[src/rtl/lsu_if.sv]
// Data-memory request/response bus between the load/store unit (master) and data memory (slave).
interface lsu_if #(parameter int ADDR_W = 32);
  logic              mem_req;
  logic              mem_we;
  logic [ADDR_W-1:0] mem_addr;
  logic [31:0]       mem_wdata;
  logic [3:0]        mem_wstrb;
  logic [31:0]       mem_rdata;
  logic              mem_ready;

  modport master (
    output mem_req, mem_we, mem_addr, mem_wdata, mem_wstrb,
    input  mem_rdata, mem_ready
  );

  modport slave (
    input  mem_req, mem_we, mem_addr, mem_wdata, mem_wstrb,
    output mem_rdata, mem_ready
  );
endinterface

[src/rtl/lsu.sv]
// Load/store unit: one data-memory access per LOAD/STORE with lane steering and load extension.
// Define LSU_MISALIGN_TRAP_EN to fault misaligned halfword/word accesses instead of aligning them down.
module lsu #(
  parameter int ADDR_W = 32
) (
  input  logic        clk,
  input  logic        rst_n,
  input  logic        start,
  input  logic [6:0]  opcode,
  input  logic [2:0]  funct3,
  input  logic [31:0] addr,
  input  logic [31:0] store_data,
  output logic        busy,
  output logic        done,
  output logic        fault,
  output logic [31:0] load_data,
  lsu_if.master       mem
);

  localparam logic [6:0] OP_LOAD  = 7'b0000011;
  localparam logic [6:0] OP_STORE = 7'b0100011;

  // S_IDLE: waiting for start | S_REQ: bus cycle outstanding | S_RESP: done pulse
  typedef enum logic [1:0] {S_IDLE, S_REQ, S_RESP} state_t;

  state_t      r_state;
  state_t      w_next;

  logic        r_is_st;
  logic        r_fault;
  logic [2:0]  r_funct3;
  logic [31:0] r_addr;
  logic [31:0] r_sdata;
  logic [31:0] r_load_data;

  logic        w_is_ld;
  logic        w_is_st;
  logic        w_legal;
  logic        w_misalign;
  logic        w_fault;
  logic        w_accept;
  logic [1:0]  w_off;
  logic [31:0] w_rshift;
  logic [31:0] w_ext;
  logic [31:0] w_wdata;
  logic [3:0]  w_wstrb;

  always_comb begin
    w_is_ld  = (opcode == OP_LOAD);
    w_is_st  = (opcode == OP_STORE);
    w_accept = start && (w_is_ld || w_is_st) && (r_state == S_IDLE);
    if (w_is_ld)
      w_legal = funct3 inside {3'b000, 3'b001, 3'b010, 3'b100, 3'b101};
    else
      w_legal = funct3 inside {3'b000, 3'b001, 3'b010};
`ifdef LSU_MISALIGN_TRAP_EN
    w_misalign = ((funct3[1:0] == 2'b01) && addr[0]) ||
                 ((funct3[1:0] == 2'b10) && (addr[1:0] != 2'b00));
`else
    w_misalign = 1'b0;
`endif
    w_fault = !w_legal || w_misalign;
  end

  always_ff @(posedge clk) begin
    if (!rst_n) r_state <= S_IDLE;
    else        r_state <= w_next;
  end

  always_comb begin
    w_next = r_state;
    case (r_state)
      S_IDLE: if (w_accept) w_next = w_fault ? S_RESP : S_REQ;
      S_REQ:  if (mem.mem_ready) w_next = S_RESP;
      S_RESP: w_next = S_IDLE;
      default: w_next = S_IDLE;
    endcase
  end

  always_ff @(posedge clk) begin
    if (!rst_n) begin
      r_is_st     <= 1'b0;
      r_fault     <= 1'b0;
      r_funct3    <= 3'b000;
      r_addr      <= 32'h0;
      r_sdata     <= 32'h0;
      r_load_data <= 32'h0;
    end else begin
      if (w_accept) begin
        r_is_st  <= w_is_st;
        r_fault  <= w_fault;
        r_funct3 <= funct3;
        r_addr   <= addr;
        r_sdata  <= store_data;
      end
      if ((r_state == S_REQ) && mem.mem_ready && !r_is_st)
        r_load_data <= w_ext;
    end
  end

  // Halfword offset ignores addr[0] and words ignore addr[1:0], which aligns down when not trapping.
  always_comb begin
    case (r_funct3[1:0])
      2'b00:   w_off = r_addr[1:0];
      2'b01:   w_off = {r_addr[1], 1'b0};
      default: w_off = 2'b00;
    endcase
    w_rshift = mem.mem_rdata >> {w_off, 3'b000};
    case (r_funct3)
      3'b000:  w_ext = {{24{w_rshift[7]}}, w_rshift[7:0]};
      3'b001:  w_ext = {{16{w_rshift[15]}}, w_rshift[15:0]};
      3'b100:  w_ext = {24'h0, w_rshift[7:0]};
      3'b101:  w_ext = {16'h0, w_rshift[15:0]};
      default: w_ext = w_rshift;
    endcase
    case (r_funct3[1:0])
      2'b00: begin
        w_wdata = {4{r_sdata[7:0]}};
        w_wstrb = 4'b0001 << w_off;
      end
      2'b01: begin
        w_wdata = {2{r_sdata[15:0]}};
        w_wstrb = 4'b0011 << w_off;
      end
      default: begin
        w_wdata = r_sdata;
        w_wstrb = 4'b1111;
      end
    endcase
  end

  always_comb begin
    busy          = (r_state != S_IDLE);
    done          = 1'b0;
    fault         = 1'b0;
    mem.mem_req   = 1'b0;
    mem.mem_we    = 1'b0;
    mem.mem_addr  = '0;
    mem.mem_wdata = 32'h0;
    mem.mem_wstrb = 4'b0000;
    case (r_state)
      S_REQ: begin
        mem.mem_req   = 1'b1;
        mem.mem_addr  = {r_addr[ADDR_W-1:2], 2'b00};
        mem.mem_we    = r_is_st;
        mem.mem_wdata = r_is_st ? w_wdata : 32'h0;
        mem.mem_wstrb = r_is_st ? w_wstrb : 4'b0000;
      end
      S_RESP: begin
        done  = 1'b1;
        fault = r_fault;
      end
      default: ;
    endcase
  end

  assign load_data = r_load_data;

endmodule

[src/flat_wrapper.sv]
// flat-port wrapper written by rule: the top's interface ports become plain ports
module lsu_flat 
#(
  parameter int ADDR_W = 32
)
  (clk, rst_n, start, opcode, funct3, addr, store_data, busy, done, fault, load_data, mem_mem_req, mem_mem_we, mem_mem_addr, mem_mem_wdata, mem_mem_wstrb, mem_mem_rdata, mem_mem_ready);
  lsu_if #(.ADDR_W(ADDR_W)) mem_i ();
  input  logic clk;
  input  logic rst_n;
  input  logic start;
  input  logic [6:0] opcode;
  input  logic [2:0] funct3;
  input  logic [31:0] addr;
  input  logic [31:0] store_data;
  output logic busy;
  output logic done;
  output logic fault;
  output logic [31:0] load_data;
  output wire logic [$bits(mem_i.mem_req)-1:0] mem_mem_req;
  output wire logic [$bits(mem_i.mem_we)-1:0] mem_mem_we;
  output wire logic [$bits(mem_i.mem_addr)-1:0] mem_mem_addr;
  output wire logic [$bits(mem_i.mem_wdata)-1:0] mem_mem_wdata;
  output wire logic [$bits(mem_i.mem_wstrb)-1:0] mem_mem_wstrb;
  input wire logic [$bits(mem_i.mem_rdata)-1:0] mem_mem_rdata;
  input wire logic [$bits(mem_i.mem_ready)-1:0] mem_mem_ready;
  assign mem_mem_req = mem_i.mem_req;
  assign mem_mem_we = mem_i.mem_we;
  assign mem_mem_addr = mem_i.mem_addr;
  assign mem_mem_wdata = mem_i.mem_wdata;
  assign mem_mem_wstrb = mem_i.mem_wstrb;
  assign mem_i.mem_rdata = mem_mem_rdata;
  assign mem_i.mem_ready = mem_mem_ready;
  lsu #(.ADDR_W(ADDR_W)) u_core (.clk(clk), .rst_n(rst_n), .start(start), .opcode(opcode), .funct3(funct3), .addr(addr), .store_data(store_data), .busy(busy), .done(done), .fault(fault), .load_data(load_data), .mem(mem_i));
endmodule
[config.mk]
export PLATFORM = sky130hd
export DESIGN_NAME = lsu_flat
export DESIGN_NICKNAME = d
export VERILOG_FILES = /design/src/rtl/lsu_if.sv /design/src/rtl/lsu.sv /design/src/flat_wrapper.sv
export SDC_FILE = /design/constraint.sdc
export NUM_CORES = 1
export LEC_CHECK = 0
export ABC_AREA = 0
export CAP_MARGIN = 0
export CORE_UTILIZATION = 50
export DETAILED_ROUTE_END_ITERATION = 7
export DONT_BUFFER_PORTS = 1
export PLACE_DENSITY_LB_ADDON = 0.25
export SYNTH_ARGS = -nofsm -noshare
export SYNTH_HDL_FRONTEND = slang
export SYNTH_SLANG_ARGS = --single-unit
[constraint.sdc]
create_clock -name clk -period 2 [get_ports clk]
set_input_delay 0.4 -clock clk [delete_from_list [all_inputs] [get_ports clk]]
set_output_delay 0.4 -clock clk [all_outputs]
set_load 0.1 [all_outputs]
==> flow_metrics.env, run 1 <==
export IMPL_dp_worst_setup_slack_ps=174
export IMPL_cts_tree="built"
export IMPL_via_count=4984
export IMPL_core_rowCount=36
export IMPL_timing_final_crit_share_pct=104
export IMPL_finish_instance_area_sq_um=7770
export IMPL_global_route_usage_met3_pct=8.82
export IMPL_required_ps=1600
export IMPL_clk_lat_worst_skew_ps=370
export IMPL_worstSetupStartpointType="flop"
export IMPL_port_buffer_count=0
export IMPL_clk_path_buf_depth=2
export IMPL_first_global_vias=4743
export IMPL_final_setup_skew_ps=21.4
export IMPL_numCtsBuffers=9
export IMPL_vias_per_cell=5.74
export IMPL_globalRouteTotalUtil_pct=29.5
export IMPL_grtUsageMet1_pct=34.4
export IMPL_clockRootBuffer="clkbuf_8"
export IMPL_routed_wl_microns=16500
export IMPL_timing_hold_worst_class="in2reg"
export IMPL_post_dp_hpwl_microns=10800
export IMPL_detail_route_iter0_violations=301
export IMPL_slew_viol_final=0
export IMPL_design_core_area_sq_um=9730
export IMPL_grt_pass1_wl_microns=23700
export IMPL_asyncSetResetFlopFracSynth_pct=0
export IMPL_yosys_reg_bits=103
export IMPL_die_width_microns=102
export IMPL_critical_path_class="reg2out"
export IMPL_setup_viol=23
export IMPL_power_static_leakage_nw=2.75
export IMPL_seq_area_frac_synth_pct=41.3
export IMPL_synth_cell_types=42
export IMPL_max_vdd_ir_drop_mv=0.457
export IMPL_path_clk_slew_ps=110
export IMPL_drive_gt1_share_pct=38.5
export IMPL_chipHeight_microns=102
export IMPL_synth_flop_cell="dfxtp_1"
export IMPL_failed_checks="setup timing"
export IMPL_detail_route_antenna_nets=0
export IMPL_synth_edff_count=0
export IMPL_detail_route_drc_violations=0
export IMPL_placement_cell_area_sq_um=7060
export IMPL_cts_num_sinks=103
export IMPL_fin_nets=840
export IMPL_grt_max_degree=104
export IMPL_met2_usage_grt_pct=50.4
export IMPL_finalHoldViolations=0
export IMPL_total_gr_overflow=0
export IMPL_power_per_cell_area_nw_per_um2=441
export IMPL_detailedRoute_firstPassIterationCount=7
export IMPL_most_common_layout_cells="nand2_1, dfxtp_1, buf_12"
export IMPL_hold_buffers=0
export IMPL_final_setup_worst_slack_ps=-75.2
export IMPL_max_capacitance_violation_count=0
export IMPL_timing_critical_path_arrival_ps=1680
export IMPL_routed_wire_length_per_instance_microns=19.0
export IMPL_cp_max_fo=4
export IMPL_synth_cells=633
export IMPL_areaGrowthSynthToFinish_pct=55.4
export IMPL_fmax_mhz=482
export IMPL_initial_utilization_pct=51.4
export IMPL_postSynthAreaPerCell_sq_um=7.89
export IMPL_gp_routability_congestion=0.940
export IMPL_num_io_pins=215
export IMPL_run_status="finished with violations"
export IMPL_grt_busiest_layer="met2"
export IMPL_timing_critical_path_to_type="output pin"
export IMPL_grt_antenna_before_repair=0
export IMPL_die_area_sq_um=10400
export IMPL_syn_area_sq_um=5000
export IMPL_cts_htree_levels=3
export IMPL_insertedDiodeCount=0
export IMPL_grt_setup_unrepaired="yes"
export IMPL_synth_yosys_warnings=0
export IMPL_final_min_clock_period_ps=2080
export IMPL_layout_cells_most_common="nand2_1"
## final timing paths
path / startpoint / slack, ps / end / cells after the start
worst max-delay path: u_core.r_state[0] / -80 / mem_mem_wstrb[0] / 6
worst min-delay path: addr[28] / 160 / u_core.r_addr[28] / 2
worst max register to register: u_core.r_funct3[0] / 20 / u_core.load_data[9] / 8
worst min register to register: u_core.r_addr[28] / 460 / u_core.r_addr[28] / 2
## power breakdown
part	switching [W]	internal [W]	total [W]
sequential	0.00000607	0.00205	0.00206
clock	0.000764	0.000474	0.00124
combinational	0.0000634	0.0000612	0.000125
## layout make-up
| class | count | area (sq um) |
|---|---|---|
| inverters | 4 | 18.8 |
| fillers | 594 | 1960 |
| well taps | 133 | 166 |
| flip-flops and latches | 103 | 2070 |
| clock buffers | 10 | 128 |
| multi-input cells | 472 | 3210 |
| repair buffers | 140 | 2120 |
| clock inverters | 6 | 53.8 |
## flip-flops by register name, summed over array words and instances (netlist names)
signal,count
u_core.r_is_st,1
u_core.r_funct3,3
u_core.r_addr,32
u_core.r_fault,1
u_core.r_state,2
u_core.r_sdata,32
u_core.load_data,32
## through the flow
| stage | total power (W) | setup TNS, ps | instances | hold WS (ps) | util (%) |
|---|---|---|---|---|---|
| CTS | 0.00343 | -1360 | 859 | 146 | 77.0 |
| global placement | 0.00221 | 0 | 833 | 444 | 72.5 |
| global route | 0.00352 | -4120 | 868 | 147 | 79.8 |
| detailed placement | 0.00222 | 0 | 833 | 452 | 72.5 |
| floorplan | 0.00223 | -421 | 634 | 439 | - |
| finish | 0.00342 | -606 | 868 | 156 | 79.8 |
## routing by layer
layer | part of all wire [%] | routed length (microns)
met1 | 37 | 6170
met2 | 50 | 8170
met3 | 9.8 | 1620
met4 | 3.1 | 506
met5 | 0 | 0
## synthesized netlist by cell type (11+ instances only)
| cell type | n | area, sq um |
|---|---|---|
| nand2_1 | 184 | 691 |
| nor2_1 | 29 | 109 |
| buf_2 | 19 | 95.1 |
| mux2i_1 | 17 | 170 |
| and2_1 | 31 | 194 |
| dfxtp_1 | 103 | 2060 |
| a21boi_0 | 76 | 571 |
| o21ai_0 | 20 | 100 |
| a21oi_1 | 57 | 285 |
| and3_1 | 11 | 68.8 |
| clkbuf_1 | 32 | 120 |
## logic make-up (layout without fill, tap and decap cells)
group                  Yosys count  in the layout  share of synthesized area, %
AO/OA/AOI/OAI                  172            172                          23.0
buffers and inverters           59            160                          5.21
flip-flops                     103            103                          41.3
multiplexers                    24             24                          6.56
other                            1              2                        0.0750
AND/OR/NAND/NOR                274            274                          23.9
## critical path: stages (launching register included)
cell,delay (ps)
dfxtp_2,350
nor2b_4,240
nand2_8,120
buf_12,160
clkinvlp_4,90
and3_4,190
buf_12,170
## what timing repair did
action,in CTS,in global routing
gates cloned,2,2
setup endpoints to repair,65,87
pin swaps,7,16
buffers inserted,8,7
hold endpoints to repair,0,0
gates resized for setup,37,48
(Power assumes the default switching activity.)
==> inputs of run 2 (changes only) <==
--- a/config.mk
+++ b/config.mk
@@ -10,7 +10,7 @@
 export CORE_UTILIZATION = 50
 export DETAILED_ROUTE_END_ITERATION = 7
 export DONT_BUFFER_PORTS = 1
-export PLACE_DENSITY_LB_ADDON = 0.25
+export PLACE_DENSITY = 0.76
 export SYNTH_ARGS = -nofsm -noshare
 export SYNTH_HDL_FRONTEND = slang
 export SYNTH_SLANG_ARGS = --single-unit
==> flow_metrics.env, run 2 (synthesized netlist as in run 1, its figures left out) <==
export IMPL_setup_viol=24
export IMPL_grt_max_degree=104
export IMPL_areaGrowthSynthToFinish_pct=50.1
export IMPL_max_capacitance_violation_count=0
export IMPL_timing_critical_path_cells="nor2b_4 > buf_4 > bufbuf_16 > and2_4 > buf_12"
export IMPL_globalRouteTotalUtil_pct=29.8
export IMPL_reg2reg_depth=6
export IMPL_timing_final_crit_share_pct=101
export IMPL_worstHoldPathCells=2
export IMPL_grt_antenna_before_repair=0
export IMPL_grt_pass1_wl_microns=23900
export IMPL_final_hold_worst_slack_ps=180
export IMPL_final_min_clock_period_ps=2030
export IMPL_cts_htree_levels=3
export IMPL_failed_checks="setup timing"
export IMPL_fmax_mhz=494
export IMPL_min_delay_worst_endpoint="u_core.r_sdata[17]"
export IMPL_drive_gt1_share_pct=36.0
export IMPL_detail_route_iter0_violations=194
export IMPL_vias_per_cell=5.65
export IMPL_maxSlewHeadroom_pct=57.8
export IMPL_via_count=4847
export IMPL_timing_critical_path_arrival_ps=1630
export IMPL_initial_utilization_pct=51.4
export IMPL_gp_routability_congestion=0.871
export IMPL_power_per_cell_area_nw_per_um2=444
export IMPL_rrSetupSlack_ps=70
export IMPL_critPathSlowestCell="dfxtp_4"
export IMPL_timing_critical_path_max_delay_family="buffers and inverters"
export IMPL_worstSetupStartpointType="flop"
export IMPL_layout_cells_most_common="nand2_1"
export IMPL_die_width_microns=102
export IMPL_chipHeight_microns=102
export IMPL_power_static_leakage_nw=2.64
export IMPL_hp_start="store_data[17]"
export IMPL_worst_setup_startpoint="u_core.r_state[0]"
export IMPL_routed_wire_length_per_instance_microns=18.3
export IMPL_timing_critical_path_to_type="output pin"
export IMPL_worstReg2RegEnd="u_core.load_data[20]"
export IMPL_post_dp_hpwl_microns=11200
export IMPL_die_area_sq_um=10400
export IMPL_tightest_slew_ps=633
export IMPL_critical_path_class="reg2out"
export IMPL_core_rowCount=36
export IMPL_cts_tree="built"
export IMPL_dp_worst_setup_slack_ps=165
export IMPL_clk_path_buf_depth=2
export IMPL_most_common_layout_cells="nand2_1, dfxtp_1, a21boi_0"
export IMPL_finalHoldViolations=0
export IMPL_first_global_vias=4905
export IMPL_required_ps=1600
export IMPL_port_buffer_count=0
export IMPL_max_vdd_ir_drop_mv=0.415
export IMPL_num_io_pins=215
export IMPL_cts_num_sinks=103
export IMPL_clockRootBuffer="clkbuf_8"
export IMPL_path_clk_slew_ps=90
export IMPL_detailedRoute_firstPassIterationCount=6
export IMPL_final_setup_skew_ps=8.81
export IMPL_detail_route_drc_violations=0
export IMPL_design_core_area_sq_um=9730
export IMPL_grt_setup_unrepaired="yes"
export IMPL_numCtsBuffers=9
export IMPL_cp_max_fo=14
export IMPL_routed_wl_microns=15700
export IMPL_max_stage_delay_ps=360
export IMPL_fin_nets=832
export IMPL_final_setup_worst_slack_ps=-25.1
export IMPL_detail_route_antenna_nets=0
export IMPL_run_status="finished with violations"
export IMPL_clk_lat_worst_skew_ps=350
export IMPL_timing_hold_worst_class="in2reg"
export IMPL_critical_path_buf_inv_count=3
export IMPL_slew_viol_final=0
export IMPL_crit_reg2reg_launch="u_core.r_funct3[0]"
export IMPL_insertedDiodeCount=0
export IMPL_total_gr_overflow=0
run 2: cell count changes in the layout (fill, tap and decap cells not counted), moves of 3 or more:
| cell | delta |
|---|---|
| clkinv_4 | -3 |
| nand2_4 | -6 |
| nand2_1 | +8 |
| buf_12 | -5 |
| and3_4 | -4 |
| and3_2 | +4 |
| buf_4 | -3 |
| buf_6 | +3 |
run 2: layer usage:
metal	up-vias	wire (microns)	track usage, %
li1	2282	-	-
met1	2277	5800	33.8
met2	239	7850	51.2
met3	49	1490	8.41
met4	0	552	15.3
met5	-	0	0
run 2: how the worst max path moves through the flow:
stage	end	slack, ps	cells past startpoint
final	mem_mem_addr[14]	-30	5
after detailed placement	u_core.load_data[1]	170	5
after global placement	mem_mem_wdata[28]	230	6
after floorplan	mem_mem_wstrb[1]	-170	5
after global routing	mem_mem_wdata[8]	-90	6
after CTS	mem_mem_wdata[8]	-40	6
run 2: final cells by class:
cell class,count,area (sq um)
clock buffer,13,159
multi-input combinational,472,3120
timing repair buffer,132,1960
tap,133,166
inverter,4,18.8
clock inverter,1,5.00
sequential,103,2070
fill,648,2230
run 2: power by group:
| part | switching, W | internal (W) | leakage (nW) |
|---|---|---|---|
| clock | 0.000651 | 0.000508 | 0.0854 |
| combinational | 0.0000606 | 0.0000519 | 1.72 |
| sequential | 0.00000568 | 0.00205 | 0.832 |
run 2: what timing repair did:
action	4_1_cts	5_1_grt
endpoints found under the setup margin	63	52
hold endpoints to repair	0	0
gates cloned	2	0
pin swaps	10	5
setup buffers	5	2
gates resized for setup	51	8
hold buffers	0	0
run 2: through the flow:
step           std cells  setup TNS (ps)  util [%]  instance area [sq um]  total power (W)
6_report             858            -379      77.1                   7500          0.00333
5_1_grt              858           -2840      77.1                   7500          0.00343
4_1_cts              856            -931      76.6                   7450          0.00335
3_5_place_dp         835               0      72.0                   7010          0.00222
3_3_place_gp         835               0      72.0                   7010          0.00221
2_1_floorplan        634            -421         -                   5330          0.00223
==> inputs of run 3 (changes only) <==
--- a/config.mk
+++ b/config.mk
@@ -7,7 +7,9 @@
 export LEC_CHECK = 0
 export ABC_AREA = 0
 export CAP_MARGIN = 0
+export CORE_MARGIN = 1.5
 export CORE_UTILIZATION = 50
+export CTS_CLUSTER_DIAMETER = 120
 export DETAILED_ROUTE_END_ITERATION = 7
 export DONT_BUFFER_PORTS = 1
 export PLACE_DENSITY = 0.76
==> flow_metrics.env, run 3 (synthesized netlist as in run 1, its figures left out) <==
export IMPL_grt_setup_unrepaired="yes"
export IMPL_detail_route_drc_violations=0
export IMPL_die_width_microns=103
export IMPL_detail_route_iter0_violations=291
export IMPL_final_min_clock_period_ps=2020
export IMPL_final_setup_skew_ps=12.1
export IMPL_clockRootBuffer="clkbuf_8"
export IMPL_most_common_layout_cells="nand2_1, dfxtp_1, a21boi_0"
export IMPL_fin_nets=831
export IMPL_post_dp_hpwl_microns=11400
export IMPL_via_count=4935
export IMPL_core_rowCount=36
export IMPL_detailedRoute_firstPassIterationCount=5
export IMPL_worstSetupStartpointType="flop"
export IMPL_areaGrowthSynthToFinish_pct=50.4
export IMPL_total_gr_overflow=0
export IMPL_timing_critical_path_to_type="output pin"
export IMPL_detail_route_antenna_nets=0
export IMPL_failed_checks="setup timing"
export IMPL_gp_routability_congestion=0.921
export IMPL_final_setup_worst_slack_ps=-24.5
export IMPL_dp_worst_setup_slack_ps=114
export IMPL_vias_per_cell=5.75
export IMPL_timing_final_crit_share_pct=101
export IMPL_grt_max_degree=104
export IMPL_slew_viol_final=0
export IMPL_fmax_mhz=494
export IMPL_cts_htree_levels=3
export IMPL_first_global_vias=4967
export IMPL_max_vdd_ir_drop_mv=0.377
export IMPL_chipHeight_microns=103
export IMPL_critical_path_class="reg2out"
export IMPL_power_static_leakage_nw=2.65
export IMPL_insertedDiodeCount=0
export IMPL_num_io_pins=215
export IMPL_run_status="finished with violations"
export IMPL_finalHoldViolations=0
export IMPL_path_clk_slew_ps=100
export IMPL_numCtsBuffers=9
export IMPL_cts_num_sinks=103
export IMPL_clk_path_buf_depth=2
export IMPL_layout_cells_most_common="nand2_1"
export IMPL_setup_viol=16
export IMPL_drive_gt1_share_pct=35.8
export IMPL_cts_tree="built"
export IMPL_power_per_cell_area_nw_per_um2=457
export IMPL_globalRouteTotalUtil_pct=30.2
export IMPL_routed_wl_microns=16400
export IMPL_max_capacitance_violation_count=0
export IMPL_port_buffer_count=0
export IMPL_clk_lat_worst_skew_ps=380
export IMPL_required_ps=1600
export IMPL_count_of_fill_cells_added_during_filler_insertion=643
export IMPL_design_power_total_w=0.00344
export IMPL_grt_antenna_before_repair=0
export IMPL_die_area_sq_um=10600
export IMPL_timing_hold_worst_class="in2reg"
export IMPL_timing_critical_path_arrival_ps=1620
export IMPL_routed_wire_length_per_instance_microns=19.1
export IMPL_initial_utilization_pct=51.4
export IMPL_grt_pass1_wl_microns=24600
export IMPL_cp_max_fo=16
export IMPL_design_core_area_sq_um=9730
-- run 3: metal layers --
metal,part of all wire [%],GRT usage [%]
met1,37,35.3
met4,4.2,17.0
met3,9.7,8.27
met5,0,0
met2,49,50.1
-- run 3: worst max-delay path: stages, from the launching register on --
cell       delay [ps]
dfxtp_4           350
nor2b_4           230
buf_4             160
clkbuf_16         150
and2_1            180
buf_12            180
-- run 3: timing repair --
action                                  4_1_cts  5_1_grt
cloned                                        1        1
buffers inserted                              2        4
gates resized for setup                      34       28
pin swaps                                    10        5
endpoints found under the setup margin       65       83
hold buffers                                  0        0
-- run 3: per-stage QoR --
| step | instance area [sq um] | instances | utilization, % | hold WS, ps | setup TNS (ps) |
|---|---|---|---|---|---|
| 2_1_floorplan | 5330 | 634 | - | 439 | -421 |
| 3_3_place_gp | 7000 | 835 | 71.9 | 445 | 0 |
| 3_5_place_dp | 7000 | 835 | 71.9 | 453 | 0 |
| 4_1_cts | 7370 | 854 | 75.7 | 137 | -791 |
| 5_1_grt | 7510 | 859 | 77.2 | 143 | -3550 |
| 6_report | 7510 | 859 | 77.2 | 156 | -203 |
-- run 3: final cells by class --
cell class                 instances  area [sq um]  share of cell area, %
clock inverter                     4          30.0                  0.400
clock buffer                      12           155                   2.06
tap                              133           166                   2.21
sequential                       103          2070                   27.6
timing repair buffer             131          1950                   26.0
inverter                           4          18.8                  0.250
multi-input combinational        472          3120                   41.5
-- run 3: where the power goes --
| group | internal, W | switching [W] | total [W] |
|---|---|---|---|
| logic | 0.0000571 | 0.0000625 | 0.000120 |
| clock network | 0.000525 | 0.000734 | 0.00126 |
| registers | 0.00205 | 0.00000552 | 0.00206 |
| total | 0.00263 | 0.000802 | 0.00344 |
-- run 3: path summary, 6_finish.rpt --
| check | from | end | slack [ps] | cells past startpoint |
|---|---|---|---|---|
| worst max-delay path | u_core.r_state[0] | mem_mem_addr[7] | -20 | 5 |
| worst min-delay path | addr[24] | u_core.r_addr[24] | 160 | 2 |
| worst min register to register | u_core.r_addr[2] | u_core.r_addr[2] | 470 | 2 |
| worst max register to register | u_core.r_funct3[0] | u_core.load_data[11] | 90 | 6 |
